## src/rtl/ifid_fetch_queue_if.sv

```systemverilog
// Fetch-to-decode queue bundle: IF enqueue side, ID dequeue side, redirect flush
// and the pre-split decode fields of the head entry.
interface ifid_fetch_queue_if #(
  parameter int XLEN  = 32,
  parameter int ILEN  = 32,
  parameter int DEPTH = 4
);
  localparam int CNTW = $clog2(DEPTH + 1);

  logic            flush;
  logic            enq_valid;
  logic            enq_ready;
  logic [XLEN-1:0] enq_pc;
  logic [ILEN-1:0] enq_instr;
  logic            deq_valid;
  logic            deq_ready;
  logic [XLEN-1:0] deq_pc;
  logic [ILEN-1:0] deq_instr;
  logic [6:0]      opcode;
  logic [4:0]      rd;
  logic [2:0]      funct3;
  logic [4:0]      rs1;
  logic [4:0]      rs2;
  logic [6:0]      funct7;
  logic [11:0]     csr_addr;
  logic [CNTW-1:0] count;

  modport master (
    output flush, enq_valid, enq_pc, enq_instr, deq_ready,
    input  enq_ready, deq_valid, deq_pc, deq_instr, opcode, rd, funct3,
           rs1, rs2, funct7, csr_addr, count
  );

  modport slave (
    input  flush, enq_valid, enq_pc, enq_instr, deq_ready,
    output enq_ready, deq_valid, deq_pc, deq_instr, opcode, rd, funct3,
           rs1, rs2, funct7, csr_addr, count
  );
endinterface

```

## src/rtl/ifid_fetch_queue.sv

```systemverilog
// DEPTH-entry {pc, instr} FIFO between fetch and decode with redirect flush and
// a zero-gated, pre-split view of the head instruction.
module ifid_fetch_queue #(
  parameter int XLEN  = 32,
  parameter int ILEN  = 32,
  parameter int DEPTH = 4
) (
  input  logic               clk,
  input  logic               reset,
  ifid_fetch_queue_if.slave  q
);
  localparam int CNTW = $clog2(DEPTH + 1);
  localparam int PTRW = $clog2(DEPTH);

  if (DEPTH < 2 || (DEPTH & (DEPTH - 1)) != 0) begin : g_bad_depth
    $error("ifid_fetch_queue: DEPTH must be a power of two and at least 2");
  end
  if (ILEN != 32) begin : g_bad_ilen
    $error("ifid_fetch_queue: ILEN must be 32 for the decode field split");
  end

  logic [XLEN-1:0] pc_mem_q    [DEPTH];
  logic [ILEN-1:0] instr_mem_q [DEPTH];
  logic [PTRW-1:0] wr_ptr_q, wr_ptr_d;
  logic [PTRW-1:0] rd_ptr_q, rd_ptr_d;
  logic [CNTW-1:0] count_q, count_d;
  logic            enq_fire, deq_fire, head_vld;
  logic [XLEN-1:0] head_pc;
  logic [ILEN-1:0] head_instr;

  // Full blocks enqueue regardless of deq_ready, so there is no ready loop.
  assign q.enq_ready = (count_q != CNTW'(DEPTH));
  assign head_vld    = (count_q != '0) && !q.flush;
  assign enq_fire    = q.enq_valid && q.enq_ready && !q.flush;
  assign deq_fire    = head_vld && q.deq_ready;

  assign head_pc    = head_vld ? pc_mem_q[rd_ptr_q]    : '0;
  assign head_instr = head_vld ? instr_mem_q[rd_ptr_q] : '0;

  assign q.deq_valid = head_vld;
  assign q.deq_pc    = head_pc;
  assign q.deq_instr = head_instr;
  assign q.opcode    = head_instr[6:0];
  assign q.rd        = head_instr[11:7];
  assign q.funct3    = head_instr[14:12];
  assign q.rs1       = head_instr[19:15];
  assign q.rs2       = head_instr[24:20];
  assign q.funct7    = head_instr[31:25];
  assign q.csr_addr  = head_instr[31:20];
  assign q.count     = count_q;

  always_comb begin
    wr_ptr_d = wr_ptr_q;
    rd_ptr_d = rd_ptr_q;
    count_d  = count_q;
    if (q.flush) begin
      rd_ptr_d = wr_ptr_q;
      count_d  = '0;
    end else begin
      if (enq_fire) wr_ptr_d = wr_ptr_q + PTRW'(1);
      if (deq_fire) rd_ptr_d = rd_ptr_q + PTRW'(1);
      case ({enq_fire, deq_fire})
        2'b10:   count_d = count_q + CNTW'(1);
        2'b01:   count_d = count_q - CNTW'(1);
        default: count_d = count_q;
      endcase
    end
  end

  always_ff @(posedge clk) begin
    if (reset) begin
      wr_ptr_q <= '0;
      rd_ptr_q <= '0;
      count_q  <= '0;
    end else begin
      wr_ptr_q <= wr_ptr_d;
      rd_ptr_q <= rd_ptr_d;
      count_q  <= count_d;
    end
  end

  // Storage is data only; its contents are meaningless until written.
  always_ff @(posedge clk) begin
    if (enq_fire && !reset) begin
      pc_mem_q[wr_ptr_q]    <= q.enq_pc;
      instr_mem_q[wr_ptr_q] <= q.enq_instr;
    end
  end
endmodule

```

## src/flat_wrapper.sv

```systemverilog
// flat-port wrapper written by rule: the top's interface ports become plain ports
module ifid_fetch_queue_flat 
#(
  parameter int XLEN  = 32,
  parameter int ILEN  = 32,
  parameter int DEPTH = 4
)
  (clk, reset, q_flush, q_enq_valid, q_enq_pc, q_enq_instr, q_deq_ready, q_enq_ready, q_deq_valid, q_deq_pc, q_deq_instr, q_opcode, q_rd, q_funct3, q_rs1, q_rs2, q_funct7, q_csr_addr, q_count);
  ifid_fetch_queue_if #(.XLEN(XLEN), .ILEN(ILEN), .DEPTH(DEPTH)) q_i ();
  input  logic clk;
  input  logic reset;
  input wire logic [$bits(q_i.flush)-1:0] q_flush;
  input wire logic [$bits(q_i.enq_valid)-1:0] q_enq_valid;
  input wire logic [$bits(q_i.enq_pc)-1:0] q_enq_pc;
  input wire logic [$bits(q_i.enq_instr)-1:0] q_enq_instr;
  input wire logic [$bits(q_i.deq_ready)-1:0] q_deq_ready;
  output wire logic [$bits(q_i.enq_ready)-1:0] q_enq_ready;
  output wire logic [$bits(q_i.deq_valid)-1:0] q_deq_valid;
  output wire logic [$bits(q_i.deq_pc)-1:0] q_deq_pc;
  output wire logic [$bits(q_i.deq_instr)-1:0] q_deq_instr;
  output wire logic [$bits(q_i.opcode)-1:0] q_opcode;
  output wire logic [$bits(q_i.rd)-1:0] q_rd;
  output wire logic [$bits(q_i.funct3)-1:0] q_funct3;
  output wire logic [$bits(q_i.rs1)-1:0] q_rs1;
  output wire logic [$bits(q_i.rs2)-1:0] q_rs2;
  output wire logic [$bits(q_i.funct7)-1:0] q_funct7;
  output wire logic [$bits(q_i.csr_addr)-1:0] q_csr_addr;
  output wire logic [$bits(q_i.count)-1:0] q_count;
  assign q_i.flush = q_flush;
  assign q_i.enq_valid = q_enq_valid;
  assign q_i.enq_pc = q_enq_pc;
  assign q_i.enq_instr = q_enq_instr;
  assign q_i.deq_ready = q_deq_ready;
  assign q_enq_ready = q_i.enq_ready;
  assign q_deq_valid = q_i.deq_valid;
  assign q_deq_pc = q_i.deq_pc;
  assign q_deq_instr = q_i.deq_instr;
  assign q_opcode = q_i.opcode;
  assign q_rd = q_i.rd;
  assign q_funct3 = q_i.funct3;
  assign q_rs1 = q_i.rs1;
  assign q_rs2 = q_i.rs2;
  assign q_funct7 = q_i.funct7;
  assign q_csr_addr = q_i.csr_addr;
  assign q_count = q_i.count;
  ifid_fetch_queue #(.XLEN(XLEN), .ILEN(ILEN), .DEPTH(DEPTH)) u_core (.clk(clk), .reset(reset), .q(q_i));
endmodule
```

## config.mk

```make
export PLATFORM = sky130hd
export DESIGN_NAME = ifid_fetch_queue_flat
export DESIGN_NICKNAME = d
export VERILOG_FILES = /design/src/rtl/ifid_fetch_queue_if.sv /design/src/rtl/ifid_fetch_queue.sv /design/src/flat_wrapper.sv
export SDC_FILE = /design/constraint.sdc
export NUM_CORES = 1
export LEC_CHECK = 0
export BUFFER_PORTS_ARGS = -buffer_cell sky130_fd_sc_hd__clkbuf_2
export CAP_MARGIN = 20
export CELL_PAD_IN_SITES_DETAIL_PLACEMENT = 0
export CELL_PAD_IN_SITES_GLOBAL_PLACEMENT = 1
export CORE_MARGIN = 4
export CORE_UTILIZATION = 37
export CTS_BUF_LIST = sky130_fd_sc_hd__clkbuf_4 sky130_fd_sc_hd__clkbuf_8
export CTS_CLUSTER_DIAMETER = 80
export CTS_CLUSTER_SIZE = 14
export DETAILED_ROUTE_END_ITERATION = 7
export GPL_TIMING_DRIVEN = 0
export PLACE_DENSITY_LB_ADDON = 0.25
export SYNTH_ARGS = -nofsm -noshare
export SYNTH_HDL_FRONTEND = slang
export SYNTH_SLANG_ARGS = --single-unit
```

## constraint.sdc

```tcl
create_clock -name clk -period 3.9 [get_ports clk]
set_input_delay 0.78 -clock clk [delete_from_list [all_inputs] [get_ports clk]]
set_output_delay 0.78 -clock clk [all_outputs]
set_load 0.03 [all_outputs]
```

# After elaboration in Yosys (flattened, before gate mapping)
# Memory sizes are Yosys's and may differ from the RTL's. A register that Yosys moved wholly into a read port is not among the register bits.
# Cells that the tools add are included.
[word_totals]
ff_bits = 7
mem_bits_rw = 256
in_bits = 69
out_inout_bits = 113
word_cells = 36
mem_count = 2
[classes]
addsub = 4
eq_ne = 3
n_mux = 11
n_bitwise = 1
reduce_logical = 12
[memory_table]
columns = ["memory", "depth", "word_bits", "read_ports", "rd_clocked_by_memory_dff", "write_ports", "line_no", "rtl"]
rows = [
  ["u_core.instr_mem_q", 4, 32, 1, 1, 1, "ifid_fetch_queue.sv:23", "logic [ILEN-1:0] instr_mem_q [DEPTH];"],
  ["u_core.pc_mem_q", 4, 32, 1, 1, 1, "ifid_fetch_queue.sv:22", "logic [XLEN-1:0] pc_mem_q [DEPTH];"],
]
[op_table]
columns = ["cell", "n"]
rows = [
  ["32-bit 2-to-1 mux", 2],
  ["2-bit 2-to-1 mux", 6],
  ["3-bit one-hot mux with 2 select lines", 1],
  ["1-bit logical AND", 5],
  ["2-bit by 1-bit adder with 2-bit output, second input constant", 2],
  ["2-bit nonzero test", 2],
  ["3-bit by 1-bit adder with 3-bit output, second input constant", 1],
  ["3-bit inequality test, second input constant", 1],
  ["3-bit nonzero test", 1],
  ["3-bit by 1-bit subtractor with 3-bit output, second input constant", 1],
  ["2-bit by 1-bit == test with 1-bit output, second input constant", 1],
  ["2-bit == test, second input constant", 1],
  ["1-bit zero test", 2],
  ["1-bit 2-to-1 mux", 2],
  ["2-bit AND reduction", 1],
  ["2-bit OR reduction", 1],
  ["1-bit NOT", 1],
]

# Logic depth before layout (Yosys ltp)
# Gate-level depths: netlist of run 1.
[logic_depth]
depth_word = 7
ltp_mapped = 10
ltp_nobuf = 9

# Worst setup path after synthesis of run 1
# Ideal clock, no wire load.
[synth_path]
path_type = "in2reg"
start = "input port q_flush"
end = "memory u_core.instr_mem_q[0][0], enable pin"
setup_ps = 429
t_arrival_ps = 2902
t_required_ps = 3471
path_slack_ps = 569
cell_stages = 4
n_path_buf = 1
path_cell_list = "clkbuf_1 nand2b_1 nor3_1 and2_1"
[synth_between]
elab_chain_cells = 5
[synth_lines]
columns = ["element", "line_no", "rtl"]
rows = [
  ["from (decl)", "flat_wrapper.sv:12", "input wire logic [$bits(q_i.flush)-1:0] q_flush;"],
  ["1-bit zero test", "ifid_fetch_queue.sv:34", "assign enq_fire = q.enq_valid && q.enq_ready && !q.flush;"],
  ["1-bit logical AND", "ifid_fetch_queue.sv:34", ""],
  ["1-bit logical AND", "ifid_fetch_queue.sv:84", "if (enq_fire && !reset) begin"],
  ["1-bit 2-to-1 mux", "ifid_fetch_queue.sv:84", ""],
  ["1-bit 2-to-1 mux (implied by the code)", "ifid_fetch_queue.sv:86", "instr_mem_q[wr_ptr_q] <= q.enq_instr;"],
  ["to (decl)", "ifid_fetch_queue.sv:23", ""],
]
# Every way passes these cells.

# Worst setup path in the final report of run 1
[layout_path]
start = "register u_core.count_q[0], in the netlist u_core.q.count[0]"
end = "output port q_opcode[1]"
[layout_between]
elab_chain_cells = 3
[layout_lines]
columns = ["element", "line_no", "rtl"]
rows = [
  ["from (decl)", "ifid_fetch_queue.sv:26", "logic [CNTW-1:0] count_q, count_d;"],
  ["from (signal assigned)", "ifid_fetch_queue.sv:78", "count_q <= count_d;"],
  ["3-bit nonzero test", "ifid_fetch_queue.sv:33", "assign head_vld = (count_q != '0) && !q.flush;"],
  ["1-bit logical AND", "ifid_fetch_queue.sv:33", ""],
  ["32-bit 2-to-1 mux", "ifid_fetch_queue.sv:38", "assign head_instr = head_vld ? instr_mem_q[rd_ptr_q] : '0;"],
  ["to (decl)", "flat_wrapper.sv:21", "output wire logic [$bits(q_i.opcode)-1:0] q_opcode;"],
]
# Every way passes these cells.

==> reports/results.ini, run 1 <==
[cts]
cts_sinks = 265
cts.root.buffer_cell = clkbuf_8
h-tree-depth = 1
post_cts_resized = 0
clkTransAtPathRegs_ps = 100
hold_buffers = 0
cts_tree = yes
clk_latency_ps = 540
numCtsBuffers = 22
cts.path.max_buffers = 3
cts_setup_buffers = 0

[yosys]
synth.distinct_cells = 30
ys_ff_latch = 265
synth_nets = 583
synth_area_mm2 = 0.01051
syn_avg_cell_area_um2 = 20.69
ys_warn_count = 0
ys_seq_area_frac = 0.7485
postSynthCellCount = 508

[worst_setup_path]
worst-path-buf-inv = 4
cpPeakStageDelay_ps = 460
start_kind = flop
crit_family = buffers and inverters
arrival_ps = 2650
rr_startpoint = u_core.q.count[0]
crit_start = u_core.q.count[0]
end_kind = primary output
required_ps = 3120
critPathSlowestCell = dfxtp_1
ff2ff_path_depth = 10
cp_cell_sequence = nor3_2 > nor2_1 > buf_2 > clkbuf_1 > and2_1 > buf_4 > clkbuf_2
crit_fanout = 10
crit_type = reg2out
cp_num_cells = 7
r2r-end = u_core.q.count[2]
regToRegSetupSlack_ps = 1190
cp-endpoint = q_opcode[1]

[placed_design]
dp_hpwl_um = 13090
port-buffer-count = 179
gp_congestion = 0.7343
place_area_mm2 = 0.01199

[drt]
vias_per_cell = 4.718
drtIter0Drc = 255
wl_um = 20810
via_count = 5195
drc_errors = 0
wire_per_inst_um = 18.90
final_antenna_net_count = 0
drt_pass1_iterations = 4

[power_and_ir_drop]
p_comb_frac = 0.070
power.density_mw_per_mm2 = 402.1
switchingPower_w = 0.001043
intPower_w = 0.003934
seqPwrFrac = 0.635
pwr-share-clk = 0.295
netSwitchingFraction = 0.2096
leakage_nw = 4.418
ir_worst_vdd_uv = 250.5
p_total_w = 0.004977

[grt]
grt_pass1_vias = 5577
grt_pass1_wl_um = 32040
grt_max_degree = 53
antenna_found_initial = 0
grt_util_all_layers = 0.1313
gr-total-overflow = 0

[floorplanning]
initial_core_util = 0.3763
die_h_um = 176.6
die_area_mm2 = 0.03117
die_w_um = 176.6
rows = 61
core_area_mm2 = 0.02793
boundaryPins = 182

[cells_and_area]
final_cell_area_mm2 = 0.01238
num-nets-final = 790
layout_common_cells = edfxtp_1 (256), clkbuf_2 (180), and2_1 (65), mux4_2 (64), buf_4 (44)
final.fill_count = 2490
area_growth_pct = 17.75
final_common_cell = edfxtp_1
fin_util = 0.4431
diodes = 0
drive_gt1_frac = 0.4744

[timing]
fin_crit_sh = 0.8806
tns_ps = 0
rsz0062_at_grt = false
skew_ps = 27.47
drv_slew = 0
finalSetupViolCount = 0
max_freq_ghz = 0.2912
final_hold_viol_count = 0
tightest_slew_ps = 625.5
slew_headroom = 0.5830
period_minus_slack_ps = 3434

[run_status]
status = complete, no violations

[run]
drv_cap = 0

[hold_path]
hp-class = in2reg

## worst min-delay path by stage
stage | start | depth (start not counted) | slack, ps | end
2_1_floorplan | u_core.wr_ptr_q[0] | 2 | 480 | u_core.wr_ptr_q[0]
3_3_place_gp | u_core.wr_ptr_q[0] | 2 | 500 | u_core.wr_ptr_q[0]
3_5_place_dp | u_core.wr_ptr_q[0] | 2 | 520 | u_core.wr_ptr_q[0]
4_1_cts | q_enq_pc[29] | 1 | 410 | u_core.pc_mem_q[1][29]
5_1_grt | q_enq_pc[29] | 1 | 410 | u_core.pc_mem_q[2][29]
6_report | q_enq_pc[29] | 1 | 460 | u_core.pc_mem_q[1][29]
## through the flow
step / hold slack [ps] / std cells / setup WS [ps]
detailed placement: 524.9 / 1069 / 328.7
finish: 455.9 / 1101 / 465.9
CTS: 405.6 / 1101 / 216.9
floorplan: 483.7 / 508 / 569.0
global placement: 500.0 / 1065 / -922.0
global route: 409.5 / 1101 / 139.7
## registers in the layout, indices dropped and copies added, names as in the netlist, named ones only
register / flops
u_core.instr_mem_q: 128
u_core.pc_mem_q: 128
u_core.q.count: 3
u_core.rd_ptr_q: 2
u_core.wr_ptr_q: 2
## layer usage
metal / part of all wire / GRT usage / vias to the layer above / wire (um)
li1: - / - / 2364 / -
met1: 0.42 / 0.1717 / 2655 / 8836
met2: 0.49 / 0.2245 / 154 / 10140
met3: 0.074 / 0.03340 / 22 / 1541
met4: 0.014 / 0.02708 / 0 / 284
met5: 0 / 0 / - / 0
## cells in the mapped netlist
cell type	instances	area share
xnor2_1	1	0.00083
edfxtp_1	256	0.73
o21a_1	2	0.0014
nand3_1	2	0.00095
o31a_1	1	0.00083
or3_1	1	0.00060
nand2b_1	1	0.00060
nor2b_1	1	0.00060
buf_6	7	0.0075
xor2_1	2	0.0017
and2_1	69	0.041
fa_1	1	0.0019
buf_2	7	0.0033
clkbuf_1	7	0.0025
nand2_1	2	0.00071
nor3_2	1	0.00095
nor3_1	4	0.0019
mux4_2	64	0.14
ha_1	5	0.0060
nor3b_1	1	0.00071
dfxtp_1	9	0.017
nor2_1	2	0.00071
clkbuf_2	1	0.00048
a211oi_1	1	0.00071
inv_1	6	0.0021
o21ai_0	3	0.0014
buf_1	1	0.00036
buf_4	44	0.031
a21oi_1	5	0.0024
o31ai_1	1	0.00071
## worst reg2reg max path, delay by kind of cell, from the launching register on
kind	cells	cell delay, ps
simple gates	4	840
fa+ha+maj	2	560
flops	1	460
xor+xnor	1	150
buf+inv	2	380
compound gates	1	230
## kinds of logic (layout without fill, tap and decap cells)
logic type / count (synthesis) / after routing / share of synthesized area
DFF: 265 / 265 / 0.7485
muxes: 64 / 64 / 0.1371
xor gates and xnor gates: 3 / 3 / 0.002500
buffers and inverters: 73 / 288 / 0.04773
AOI/OAI and AO/OA: 13 / 13 / 0.007499
adders and majority gates: 6 / 6 / 0.007856
and+or+nand+nor: 84 / 84 / 0.04881
## power by group through the flow
stage	combinational [W]	sequential, W	clock, W
5_1_grt	0.000383	0.00316	0.00165
3_3_place_gp	0.000344	0.00323	0
2_1_floorplan	0.000226	0.00323	0
4_1_cts	0.000359	0.00316	0.00155
3_5_place_dp	0.000359	0.00323	0
6_report	0.000350	0.00316	0.00147
## layout make-up
type                            count  area [um^2]  area share
Inverter                            6        22.52    0.001820
Timing Repair Buffer              183        998.5     0.08067
Multi-Input combinational cell    170         2152      0.1739
Buffer                             67        479.2     0.03872
Sequential cell                   265         7868      0.6357
Tap cell                          378        473.0     0.03821
Clock buffer                       32        384.1     0.03104
No activity file was read; power rests on OpenSTA's default activity.
==> inputs of run 2 (changes only) <==
--- a/config.mk
+++ b/config.mk
@@ -16,6 +16,7 @@
 export CTS_CLUSTER_SIZE = 14
 export DETAILED_ROUTE_END_ITERATION = 7
 export GPL_TIMING_DRIVEN = 0
+export MAX_ROUTING_LAYER = met4
 export PLACE_DENSITY_LB_ADDON = 0.25
 export SYNTH_ARGS = -nofsm -noshare
 export SYNTH_HDL_FRONTEND = slang
==> run 2 against run 1 <==
Compared with the run above: clock skew about the same; global-route usage up 0.39 points; via count up 0.13%; fmax up 0.22%; critical path type unchanged; critical endpoint unchanged.
==> reports/results.ini, run 2 (synthesis gave the netlist of run 1 again) <==
[run_status]
status = complete, no violations

[placed_design]
dp_hpwl_um = 13090  ; unchanged
gp_congestion = 0.7433  ; +1.2%
port-buffer-count = 179  ; unchanged

[timing]
fin_crit_sh = 0.8786  ; -0.001963
finalSetupViolCount = 0  ; unchanged
hold_slack_ps = 457.4  ; +1.561 ps
drv_slew = 0  ; unchanged
tightest_slew_ps = 631.0  ; +5.573 ps
tns_ps = 0  ; unchanged
final_hold_viol_count = 0  ; unchanged
slew_headroom = 0.5793  ; -0.003716
max_freq_ghz = 0.2918  ; +0.22%
skew_ps = 27.46  ; -0.007800 ps
period_minus_slack_ps = 3426  ; -7.654 ps
rsz0062_at_grt = false

[floorplanning]
initial_core_util = 0.3763  ; unchanged
rows = 61  ; unchanged
core_area_mm2 = 0.02793  ; unchanged
die_area_mm2 = 0.03117  ; unchanged
boundaryPins = 182  ; unchanged
die_w_um = 176.6  ; unchanged
die_h_um = 176.6  ; unchanged

[cells_and_area]
drive_gt1_frac = 0.4744  ; unchanged
num-nets-final = 790  ; unchanged
diodes = 0  ; unchanged
area_growth_pct = 17.75  ; unchanged
final_common_cell = edfxtp_1
layout_common_cells = edfxtp_1 (256), clkbuf_2 (180), and2_1 (65), mux4_2 (64), buf_4 (44)
fin_util = 0.4431  ; unchanged

[grt]
grt_util_all_layers = 0.1352  ; +0.003913
gr-total-overflow = 0  ; unchanged
antenna_found_initial = 0  ; unchanged
grt_max_degree = 53  ; unchanged
grt_pass1_vias = 5589  ; +0.22%
grt_pass1_wl_um = 32020  ; about the same

[worst_setup_path]
required_ps = 3120  ; about the same
critPathSlowestCell = dfxtp_1
arrival_ps = 2650  ; about the same
start_kind = flop
end_kind = primary output
cp_cell_sequence = nor3_2 > nor2_1 > buf_2 > clkbuf_1 > and2_1 > buf_4 > clkbuf_2
crit_type = reg2out
worst-path-buf-inv = 4  ; unchanged
crit_fanout = 10  ; unchanged
crit_family = buffers and inverters
cpPeakStageDelay_ps = 460  ; about the same

[cts]
cts.root.buffer_cell = clkbuf_8
post_cts_resized = 0  ; unchanged
clkTransAtPathRegs_ps = 100  ; about the same
h-tree-depth = 1  ; unchanged
clk_latency_ps = 540  ; about the same
cts_tree = yes
numCtsBuffers = 22  ; unchanged
cts_setup_buffers = 0  ; unchanged
cts.path.max_buffers = 3  ; unchanged
cts_sinks = 265  ; unchanged
hold_buffers = 0  ; unchanged

[drt]
drtIter0Drc = 260  ; +2.0%
wire_per_inst_um = 18.88  ; about the same
vias_per_cell = 4.725  ; +0.13%
wl_um = 20790  ; about the same
final_antenna_net_count = 0  ; unchanged
via_count = 5202  ; +0.13%
drc_errors = 0  ; unchanged
drt_pass1_iterations = 4  ; unchanged

[run]
drv_cap = 0  ; unchanged

[power_and_ir_drop]
leakage_nw = 4.418  ; unchanged
ir_worst_vdd_uv = 250.4  ; about the same
power.density_mw_per_mm2 = 402.0  ; about the same

[hold_path]
hp-class = in2reg

## run 2: final cells by class
| class | instances | area (um^2) |
|---|---|---|
| Fill cell | 2490 | 15560 |
| Multi-Input combinational cell | 170 | 2152 |
| Inverter | 6 | 22.52 |
| Buffer | 67 | 479.2 |
| Clock buffer | 32 | 384.1 |
| Sequential cell | 265 | 7868 |
| Timing Repair Buffer | 183 | 998.5 |
| Tap cell | 378 | 473.0 |
## run 2: path summary, 6_finish.rpt
kind | slack (ps) | end | startpoint | depth (start not counted)
worst max-delay path | 470 | q_opcode[1] | u_core.q.count[0] | 7
worst min-delay path | 460 | u_core.pc_mem_q[1][29] | q_enq_pc[29] | 1
worst max register to register | 1190 | u_core.q.count[2] | u_core.q.count[0] | 10
worst min register to register | 530 | u_core.wr_ptr_q[0] | u_core.wr_ptr_q[0] | 2
## run 2: routing by layer
layer	vias up	track usage	share of wire
met3	22	0.03255	0.074
li1	2364	-	-
met1	2660	0.1725	0.43
met5	-	-	0
met4	0	0.02708	0.014
met2	156	0.2243	0.49
## run 2: power by group
group	internal, W	leakage, nW	switching (W)	total, W
Combinational	0.000157	1.82	0.000193	0.000350
Clock	0.000625	0.207	0.000841	0.00147
Sequential	0.00315	2.39	0.00000895	0.00316
Total	0.00393	4.42	0.00104	0.00498
## run 2: worst reg2reg max path: cells and delay by family (launching register included)
kind / cells / cell delay [ps]
adder cells (fa/ha/maj): 2 / 560
AND/OR/NAND/NOR: 4 / 840
flip-flops: 1 / 460
XOR/XNOR: 1 / 150
buffers and inverters: 2 / 380
AO/OA/AOI/OAI: 1 / 230
## run 2: metrics by stage
| stage | instances | power [W] | setup WS (ps) | area [um^2] |
|---|---|---|---|---|
| after floorplan | 508 | 0.003454 | 569.0 | 10510 |
| after global placement | 1065 | 0.003573 | -922.0 | 11880 |
| after detailed placement | 1069 | 0.003586 | 328.7 | 11990 |
| after CTS | 1101 | 0.005075 | 216.9 | 12380 |
| after global routing | 1101 | 0.005202 | 139.7 | 12380 |
| final | 1101 | 0.004976 | 473.5 | 12380 |
